==> src/rtl/adc_pkg.sv <==
// adc_pkg: shared types and widths for the ADC scan sampler and the
// millivolt scaler reused by the display path.
//   state_t   - scan FSM states
//   ADC_BITS  - ADC sample width
//   MV_BITS   - millivolt result width
//   CH_BITS   - ADC channel number width on the Avalon-ST ports
package adc_pkg;

  localparam int ADC_BITS = 12;
  localparam int MV_BITS  = 13;
  localparam int CH_BITS  = 5;

  typedef enum logic [2:0] {
    IDLE    = 3'd0,
    ISSUE   = 3'd1,
    WAIT    = 3'd2,
    SCALE   = 3'd3,
    PUBLISH = 3'd4
  } state_t;

endpackage

==> src/rtl/adc_mv_scale.sv <==
// adc_mv_scale: converts an averaged 12-bit ADC code to millivolts,
// mv = floor(avg * vref_mv / 4095), truncated to MV_BITS. Purely
// combinational so it can sit on the display path as well as the sampler.
//   i_avg      - averaged ADC code (0..4095)
//   i_vref_mv  - full-scale millivolts (value of code 4095)
//   o_mv       - scaled millivolts
module adc_mv_scale
  import adc_pkg::*;
(
  input  logic [ADC_BITS-1:0] i_avg,
  input  logic [MV_BITS-1:0]  i_vref_mv,
  output logic [MV_BITS-1:0]  o_mv
);

  localparam int PROD_W = ADC_BITS + MV_BITS;

  logic [PROD_W-1:0] w_prod;

  assign w_prod = {{MV_BITS{1'b0}}, i_avg} * {{ADC_BITS{1'b0}}, i_vref_mv};
  assign o_mv   = MV_BITS'(w_prod / PROD_W'(4095));

endmodule

==> src/rtl/adc_scan_sampler.sv <==
// adc_scan_sampler: round-robin scanner for the modular ADC. For each of
// NUM_CH channels (ADC channel FIRST_CH+idx) it issues one command at a
// time, averages 2^AVG_LOG2 matching samples, scales to millivolts and
// writes a per-channel result table, announcing each write with a pulse.
//   i_clk, i_reset             - clock, synchronous active-high reset
//   i_enable                   - scan enable (checked at channel boundaries)
//   o_cmd_valid/o_cmd_channel  - Avalon-ST command, held until i_cmd_ready
//   i_rsp_valid/_channel/_data - Avalon-ST response
//   i_rd_sel / o_rd_mv         - table read port (0 for out-of-range index)
//   o_upd_valid/_ch/_mv        - one-cycle publish pulse with result
//   o_err_chan / o_err_timeout - sticky error flags, cleared by reset only
module adc_scan_sampler
  import adc_pkg::*;
#(
  parameter int NUM_CH   = 4,
  parameter int FIRST_CH = 1,
  parameter int AVG_LOG2 = 2,
  parameter int VREF_MV  = 5000,
  parameter int TIMEOUT  = 1023
) (
  input  logic                i_clk,
  input  logic                i_reset,
  input  logic                i_enable,
  output logic                o_cmd_valid,
  output logic [CH_BITS-1:0]  o_cmd_channel,
  input  logic                i_cmd_ready,
  input  logic                i_rsp_valid,
  input  logic [CH_BITS-1:0]  i_rsp_channel,
  input  logic [ADC_BITS-1:0] i_rsp_data,
  input  logic [2:0]          i_rd_sel,
  output logic [MV_BITS-1:0]  o_rd_mv,
  output logic                o_upd_valid,
  output logic [2:0]          o_upd_ch,
  output logic [MV_BITS-1:0]  o_upd_mv,
  output logic                o_err_chan,
  output logic                o_err_timeout
);

  localparam int ACC_W   = ADC_BITS + AVG_LOG2;
  localparam int CNT_W   = AVG_LOG2 + 1;
  localparam int WT_W    = (TIMEOUT < 2) ? 1 : $clog2(TIMEOUT + 1);
  localparam int SAMPLES = 1 << AVG_LOG2;

  state_t             r_state;
  logic [2:0]         r_idx;
  logic [ACC_W-1:0]   r_acc;
  logic [CNT_W-1:0]   r_cnt;
  logic [WT_W-1:0]    r_wait;
  logic               r_cmd_valid;
  logic [CH_BITS-1:0] r_cmd_ch;
  // Sized to the full 3-bit select range; entries >= NUM_CH are never
  // written and read back as 0 through the range check below anyway.
  logic [MV_BITS-1:0] r_table [8];
  logic               r_upd_valid;
  logic [2:0]         r_upd_ch;
  logic [MV_BITS-1:0] r_upd_mv;
  logic               r_err_chan;
  logic               r_err_to;

  logic [ADC_BITS-1:0] w_avg;
  logic [MV_BITS-1:0]  w_mv;
  logic [2:0]          w_idx_nxt;

  function automatic logic [CH_BITS-1:0] chan_of(input logic [2:0] idx);
    return CH_BITS'(FIRST_CH) + {{(CH_BITS-3){1'b0}}, idx};
  endfunction

  assign w_avg     = ADC_BITS'(r_acc >> AVG_LOG2);
  assign w_idx_nxt = (r_idx == 3'(NUM_CH - 1)) ? 3'd0 : r_idx + 3'd1;

  adc_mv_scale u_scale (
    .i_avg     (w_avg),
    .i_vref_mv (MV_BITS'(VREF_MV)),
    .o_mv      (w_mv)
  );

  always_ff @(posedge i_clk) begin
    if (i_reset) begin
      r_state     <= IDLE;
      r_idx       <= '0;
      r_acc       <= '0;
      r_cnt       <= '0;
      r_wait      <= '0;
      r_cmd_valid <= 1'b0;
      r_cmd_ch    <= '0;
      r_upd_valid <= 1'b0;
      r_upd_ch    <= '0;
      r_upd_mv    <= '0;
      r_err_chan  <= 1'b0;
      r_err_to    <= 1'b0;
      for (int i = 0; i < 8; i++) r_table[i] <= '0;
    end else begin
      case (r_state)
        IDLE: begin
          if (i_enable) begin
            r_state     <= ISSUE;
            r_cmd_valid <= 1'b1;
            r_cmd_ch    <= chan_of(r_idx);
          end
        end
        ISSUE: begin
          if (i_cmd_ready) begin
            r_state     <= WAIT;
            r_cmd_valid <= 1'b0;
            r_wait      <= '0;
          end
        end
        WAIT: begin
          if (i_rsp_valid) begin
            // Channel is re-issued after every response, matched or not,
            // so only one command is ever outstanding. Enable is only
            // honoured at the channel boundary in PUBLISH.
            if (i_rsp_channel == r_cmd_ch) begin
              r_acc <= r_acc + ACC_W'(i_rsp_data);
              r_cnt <= r_cnt + CNT_W'(1);
              if (r_cnt == CNT_W'(SAMPLES - 1)) begin
                r_state <= SCALE;
              end else begin
                r_state     <= ISSUE;
                r_cmd_valid <= 1'b1;
              end
            end else begin
              r_err_chan  <= 1'b1;
              r_state     <= ISSUE;
              r_cmd_valid <= 1'b1;
            end
          end else if (r_wait == WT_W'(TIMEOUT)) begin
            // A lost response poisons the running average; restart it.
            r_err_to    <= 1'b1;
            r_acc       <= '0;
            r_cnt       <= '0;
            r_state     <= ISSUE;
            r_cmd_valid <= 1'b1;
          end else begin
            r_wait <= r_wait + WT_W'(1);
          end
        end
        SCALE: begin
          // Table and upd_* land on the same edge so rd_mv already shows
          // the new value while upd_valid is high.
          r_table[r_idx] <= w_mv;
          r_upd_valid    <= 1'b1;
          r_upd_ch       <= r_idx;
          r_upd_mv       <= w_mv;
          r_state        <= PUBLISH;
        end
        PUBLISH: begin
          r_upd_valid <= 1'b0;
          r_acc       <= '0;
          r_cnt       <= '0;
          r_idx       <= w_idx_nxt;
          if (i_enable) begin
            r_state     <= ISSUE;
            r_cmd_valid <= 1'b1;
            r_cmd_ch    <= chan_of(w_idx_nxt);
          end else begin
            r_state <= IDLE;
          end
        end
        default: r_state <= IDLE;
      endcase
    end
  end

  assign o_cmd_valid   = r_cmd_valid;
  assign o_cmd_channel = r_cmd_ch;
  assign o_rd_mv       = ({1'b0, i_rd_sel} < 4'(NUM_CH)) ? r_table[i_rd_sel] : '0;
  assign o_upd_valid   = r_upd_valid;
  assign o_upd_ch      = r_upd_ch;
  assign o_upd_mv      = r_upd_mv;
  assign o_err_chan    = r_err_chan;
  assign o_err_timeout = r_err_to;

endmodule

==> config.mk <==
export PLATFORM = sky130hd
export DESIGN_NAME = adc_scan_sampler
export DESIGN_NICKNAME = d
export VERILOG_FILES = /design/src/rtl/adc_pkg.sv /design/src/rtl/adc_mv_scale.sv /design/src/rtl/adc_scan_sampler.sv
export SDC_FILE = /design/constraint.sdc
export NUM_CORES = 1
export LEC_CHECK = 0
export CORE_UTILIZATION = 45
export DETAILED_ROUTE_END_ITERATION = 7
export PLACE_DENSITY = 0.72
export SYNTH_ARGS = -nofsm -noshare
export SYNTH_HDL_FRONTEND = slang
export SYNTH_SLANG_ARGS = --single-unit
==> constraint.sdc <==
create_clock -name i_clk -period 11.4 [get_ports i_clk]
set_clock_uncertainty 0.05 [all_clocks]
set_input_delay 2.28 -clock i_clk [delete_from_list [all_inputs] [get_ports i_clk]]
set_output_delay 2.28 -clock i_clk [all_outputs]
set_load 0.05 [all_outputs]
Word-level counts from Yosys, hierarchy flattened

Memories as Yosys holds them, arrays and structs flattened.
Cells that the tools add are included.

$add $sub $neg: 6
$mul: 1
Div/mod/pow operators: 1
Magnitude comparators: 1
Equal/unequal tests: 17
Muxes and demuxes: 41
Bitwise logic cells: 2
Reduce and logical (&&, ||, !) cells: 15

Operator list:

| cell                                                                  | count |
|---|---|
| 14-bit two-way mux                                                    | 3 |
| 10-bit two-way mux                                                    | 3 |
| 3-bit two-way mux                                                     | 10 |
| 14-bit case mux with 2 select lines                                   | 1 |
| 13-bit two-way mux                                                    | 2 |
| 25-bit by 12-bit divider with 25-bit output, second input constant    | 1 |
| 12-bit by 10-bit multiplier with 22-bit output, second input constant | 1 |
| 10-bit case mux with 2 select lines                                   | 1 |
| 3-bit case mux with 5 select lines                                    | 1 |
| 3-bit AND reduction                                                   | 5 |
| 14-bit by 12-bit adder with 14-bit output                             | 1 |
| 1-bit two-way mux                                                     | 13 |
| 13-bit OR reduction                                                   | 1 |
| 3-bit by 2-bit equality test with 1-bit output, second input constant | 4 |
| 10-bit by 1-bit adder with 10-bit output, second input constant       | 1 |
| 10-bit equality test, second input constant                           | 1 |
| 5-bit two-way mux                                                     | 2 |
| 2-bit != test, second input constant                                  | 5 |
| 5-bit case mux with 2 select lines                                    | 1 |
| 1-bit by 3-bit adder with 4-bit output, first input constant          | 2 |
| 2-bit nonzero test                                                    | 4 |
| 3-bit by 1-bit adder with 3-bit output, second input constant         | 2 |
| 3-bit != test, second input constant                                  | 2 |
| 3-bit case mux with 2 select lines                                    | 1 |
| other kinds (15)                                                      | 16 |

Bits in registers: 58
Bits in writable memories: 104
Bits of input ports: 25
Output and inout bits: 38
Memories kept: 1

Memories:

| name    | depth | width | read ports | clocked after memory_dff | write ports | RTL line               | source |
|---|---|---|---|---|---|---|---|
| r_table | 8     | 13    | 1          | 0                        | 8           | adc_scan_sampler.sv:53 | `logic [MV_BITS-1:0] r_table [8];` |

Longest topological paths before layout

Depth after elaboration: 6
Depth in mapped cells: 58
Depth with buffers taken out: 49

Cells and area by module

A second synthesis with hierarchy kept.

Cell total of the unflattened synthesis: 1980
Area, all modules: 16061.7 um^2

Modules (own cells, without submodules):

| module           | times used | cells each | area each (um^2) | sequential area each (um^2) |
|---|---|---|---|---|
| adc_mv_scale     | 1          | 1479       | 10780.3          | 0.0 |
| adc_scan_sampler | 1          | 501        | 5281.3           | 2702.6 |

Least setup slack after synthesis

OpenSTA, ideal clock, no wires.

Path kind: register to register
Start: register r_acc[6]
End: register r_upd_mv[0], in the netlist o_upd_mv[0]
Arrival: 12.289 ns
Data required time: 11.262 ns
Setup slack: -1.027 ns
Cell stages (with the launch flop): 51
Path buffers: 3
Clock period less this slack: 12.427 ns
Path through: dfxtp_1 inv_1 fa_1 inv_1 ha_1 inv_1 fa_1 inv_1 ha_1 fa_1 ha_1 buf_2 a21o_1 nor2_1 a21oi_1 or3_1 a41oi_2 nor3_2 (+15 left out) and3_1 and2_1 buf_4 o311ai_2 and3_1 nand2_1 and2_1 or3_1 a311oi_1 o21ai_0 a2111o_1 nand2_1 ha_1 inv_1 o31a_1 nand3_1 o211ai_2 a311oi_2

Word-level cells in the longest chain between the ends: 2

RTL lines:

| element                                        | RTL line                | source |
|---|---|---|
| start: declaration                             | adc_scan_sampler.sv:46  | `logic [ACC_W-1:0] r_acc;` |
| start signal: assignment                       | adc_scan_sampler.sv:114 | `r_acc <= r_acc + ACC_W'(i_rsp_data);` |
| 12-bit by 10-bit multiplier with 22-bit output | adc_mv_scale.sv:19      | `assign w_prod = {{MV_BITS{1'b0}}, i_avg} * {{ADC_BITS{1'b0}}, i_vref_mv};` |
| 25-bit by 12-bit divider with 25-bit output    | adc_mv_scale.sv:20      | `assign o_mv = MV_BITS'(w_prod / PROD_W'(4095));` |
| end signal: assignment                         | adc_scan_sampler.sv:144 | `r_upd_mv <= w_mv;` |
| end: declaration                               | adc_scan_sampler.sv:56  | `logic [MV_BITS-1:0] r_upd_mv;` |

Every way passes these cells.
A chain may end at the register's enable or synchronous reset.

Worst setup path after layout

Same ends and word-level chain as after synthesis.

==> out/results.txt <==
Status: finished with violations
Failing checks: negative setup slack
Drt drc: 0
Synth Area in Simple Gates: 26.2%
Vias after detailed routing: 14,100
Gate Count Post-Synth: 1,455
GRT Resource Usage Total: 29.3%
Portion of total power attributed to combinational logic: 10.8%
Fmax: 76.9 MHz
Min setup slack post-route: -1.60 ns
Design area: 18,700 sq um
Worst hold endpoint: o_upd_ch[2]
Worst EP required: 11.61 ns
RSZ-0062 raised after global routing: true
First-pass GRT wire length: 65,100 um
Worst setup SP type: flip-flop
DR pass1 iterations: 5
DIE WIDTH: 165 um
Hold path depth: 2
Area grow syn2layout: 55.7%
Synthesis-stage register bit count: 109
Layout cells sized above 1: 42.1%
Fill count: 1,799
Post-synthesis xor/xnor area fraction: 4.44%
Total CTS buffers: 9
Main synth FF type: dfxtp_1
Switching pwr: 0.000215 W
Part of the power in registers: 49.7%
CTS max path bufs: 2
Syn avg cell area: 8.23 sq um
Post-DP Area: 16,400 sq um
Largest family of logic cells by synthesized area: simple AND/OR/NAND/NOR gates
FFs w/ async S/R, synth: 0%
CTS tree: built
Period utilization: 114%
Min-delay src: o_upd_ch[2]
Die area: 27,300 sq um
Power consumption: 0.000853 W
Seq/Total Area, Yosys: 22.6%
Worst hold path type: reg -> reg
CP max-delay cell: or4_4
Mux cell area share after synthesis: 4.02%
Die Y: 165 um
Post-Synth Adder-Cell Area: 12.4%
Most used cell, CP: or4_4
Clock Latency Late Sink: 0.36 ns
Critical path depth in cells: 52
Initial Util: 46.0%
Worst-margin pin slew: 1.16 ns
Vias in the first global route: 13,700
Register-to-Register Path Depth: 52
Number of buffers inserted by hold repair at cts: 0
Synth unique cells: 112
Crit path buffers/inverters: 10
Compound-Gate Fraction of Synth Area: 25.8%
Reg2reg end: o_upd_mv[0]
DR vias/cell: 6.05
Crit path max fanout: 5
Initial drt markers: 1,154
Detail Route Antenna Nets: 0
PwrDens: 45.8 nW/um^2
Synthesized Nets: 1,584
Placed Cells: 2,236
Clk pwr share: 39.5%
Syn. warnings: 0
H-tree Lvls: 3
Core region area: 26,100 sq um
RR Startpoint: r_acc[6]
Nets@finish: 2,125
DRT Wirelength: 43,100 um
CP Data Arrival Time: 13.22 ns
Root buffer cell: clkbuf_16
Post-route insts no fill: 2,336
Remaining global-route overflow: 0
Pleak: 7.78 nW
Clock Sinks: 109
Initial antenna violation count: 0
IO buf count: 61
Critical Path Sink Type: flip-flop
Routed WL per cell: 18.5 um
Reg-to-reg slack, setup: -1.60 ns
Max_slew headroom: 22.7%
Mapped Area: 12,000 sq um
Max VDD drop: 0.115 mV
Ant diodes: 0
Minimum clock period: 13.00 ns
HPWL Detailed: 30,300 um
EDFF count, synth: 52
Max Cap Viol: 0
Internal Power: 0.000639 W
Max Slew Vio Count: 0
Final Wtd Congestion: 0.969
Sw Share: 25.2%
Setup Viol. Count Final: 25
CP top delay family: simple AND/OR/NAND/NOR gates
CP Class: reg -> reg
Io pins: 63
Final hold vios: 0
CTS clk-pin slew, worst paths: 0.08 ns
Largest net degree at the start of global routing: 54
Crit-path max cell delay: 0.59 ns
# rows: 59
## flip-flops by register name, indices dropped and copies added, names as in the netlist
name,cells
r_table,52
o_err_chan,1
o_upd_mv,13
r_wait,10
o_cmd_channel,4
r_state,3
o_cmd_valid,1
r_idx,3
o_err_timeout,1
r_acc,14
o_upd_valid,1
r_cnt,3
o_upd_ch,3
## tightest hold or removal path, delay by kind of cell, from the launching register on
kind	cells	cell delay (ns)
simple gates	1	0.06
compound gates	1	0.05
flops	1	0.32
## power by group through the flow
stage	Sequential [W]	Combinational, W	Clock [W]
2_1_floorplan	0.000439	0.0000498	0
3_3_place_gp	0.000432	0.0000868	0
3_5_place_dp	0.000433	0.0000891	0
4_1_cts	0.000424	0.0000911	0.000337
5_1_grt	0.000425	0.0000990	0.000350
6_report	0.000424	0.0000923	0.000337
## how the worst max path moves through the flow
stage | startpoint | endpoint | slack (ns)
2_1_floorplan | r_acc[8] | r_table[0][0] | -0.65
3_3_place_gp | r_acc[8] | o_upd_mv[0] | -1.24
3_5_place_dp | r_acc[8] | o_upd_mv[0] | -1.45
4_1_cts | r_acc[8] | o_upd_mv[0] | -0.98
5_1_grt | r_acc[6] | o_upd_mv[0] | -1.95
6_report | r_acc[6] | o_upd_mv[0] | -1.60
## timing repair
action,4_1_cts,5_1_grt
pin swaps,89,91
setup endpoints to repair,25,25
resized for setup,146,112
buffers inserted,46,39
## through the flow
step           hold slack (ns)  setup WS [ns]  setup TNS, ns  utilization [%]
6_report                 0.424          -1.60         -25.05             71.6
5_1_grt                  0.441          -1.95         -34.65             71.6
4_1_cts                  0.419         -0.981         -12.78             68.2
3_5_place_dp             0.412          -1.45         -22.36             62.9
3_3_place_gp             0.398          -1.24         -18.53             62.9
2_1_floorplan            0.404         -0.654          -5.72                -
## routing by layer
| metal | GRT usage (%) | wire, um | vias to the layer above |
|---|---|---|---|
| met5 | 0 | 0 | - |
| met4 | 10.3 | 1800 | 0 |
| met3 | 3.35 | 2120 | 166 |
| met2 | 54.4 | 22300 | 592 |
| met1 | 34.5 | 16900 | 6810 |
| li1 | - | - | 6568 |
## Yosys cell counts, types with 28 or more instances
| library cell | instances | share of area (%) |
|---|---|---|
| nor2_1 | 180 | 5.6 |
| nand2_1 | 93 | 2.9 |
| inv_1 | 91 | 2.9 |
| ha_1 | 80 | 8.4 |
| a21oi_1 | 75 | 3.1 |
| dfxtp_1 | 57 | 9.5 |
| nand3_1 | 53 | 2.2 |
| edfxtp_1 | 52 | 13 |
| nor3_1 | 45 | 1.9 |
| o21ai_0 | 41 | 1.7 |
| xnor2_1 | 41 | 3.0 |
| a211oi_1 | 32 | 2.0 |
| and3_1 | 29 | 1.5 |
| clkbuf_1 | 28 | 0.88 |
## layout by cell type (no fill, tap or decap), types with 12 or more instances in the layout
| cell type | instances |
|---|---|
| a21oi_1 | 61 |
| nand2_1 | 85 |
| clkdlybuf4s50_1 | 60 |
| o21ai_2 | 14 |
| nand2b_1 | 15 |
| xor2_1 | 15 |
| ha_1 | 71 |
| a31oi_1 | 16 |
| and2_1 | 12 |
| nor2_1 | 166 |
| a21o_1 | 17 |
| buf_6 | 22 |
| edfxtp_1 | 52 |
| o21ai_0 | 27 |
| a21oi_2 | 15 |
| and3_1 | 19 |
| nor3_1 | 29 |
| or2_2 | 14 |
| buf_4 | 487 |
| xnor2_1 | 35 |
| mux4_2 | 13 |
| inv_1 | 81 |
| dfxtp_1 | 54 |
| nor3_2 | 12 |
| or3_1 | 16 |
| nand3_1 | 45 |
| o21ai_1 | 19 |
| nand4_1 | 21 |
| o211ai_1 | 14 |
| a211oi_1 | 22 |
| a22oi_1 | 14 |
| nor2b_1 | 20 |
| fa_1 | 24 |
## cell families (layout without fill, tap and decap cells)
group,after synthesis,count (layout)
DFF,109,109
adders and majority gates,104,104
xor gates and xnor gates,59,59
buffers and inverters,137,683
muxes,31,31
AOI/OAI and AO/OA,414,414
and+or+nand+nor,600,600
other,1,1
## cell type report
class / instances / area [sq um] / area share [%]
multi-input combinational: 1209 / 10200 / 54.8
inverter: 91 / 347 / 1.86
clock buffer: 11 / 275 / 1.48
timing repair buffer: 576 / 4630 / 24.8
sequential: 109 / 2710 / 14.5
clock inverter: 5 / 51.3 / 0.275
tap: 335 / 419 / 2.25
No activity file was read; power rests on OpenSTA's default activity.
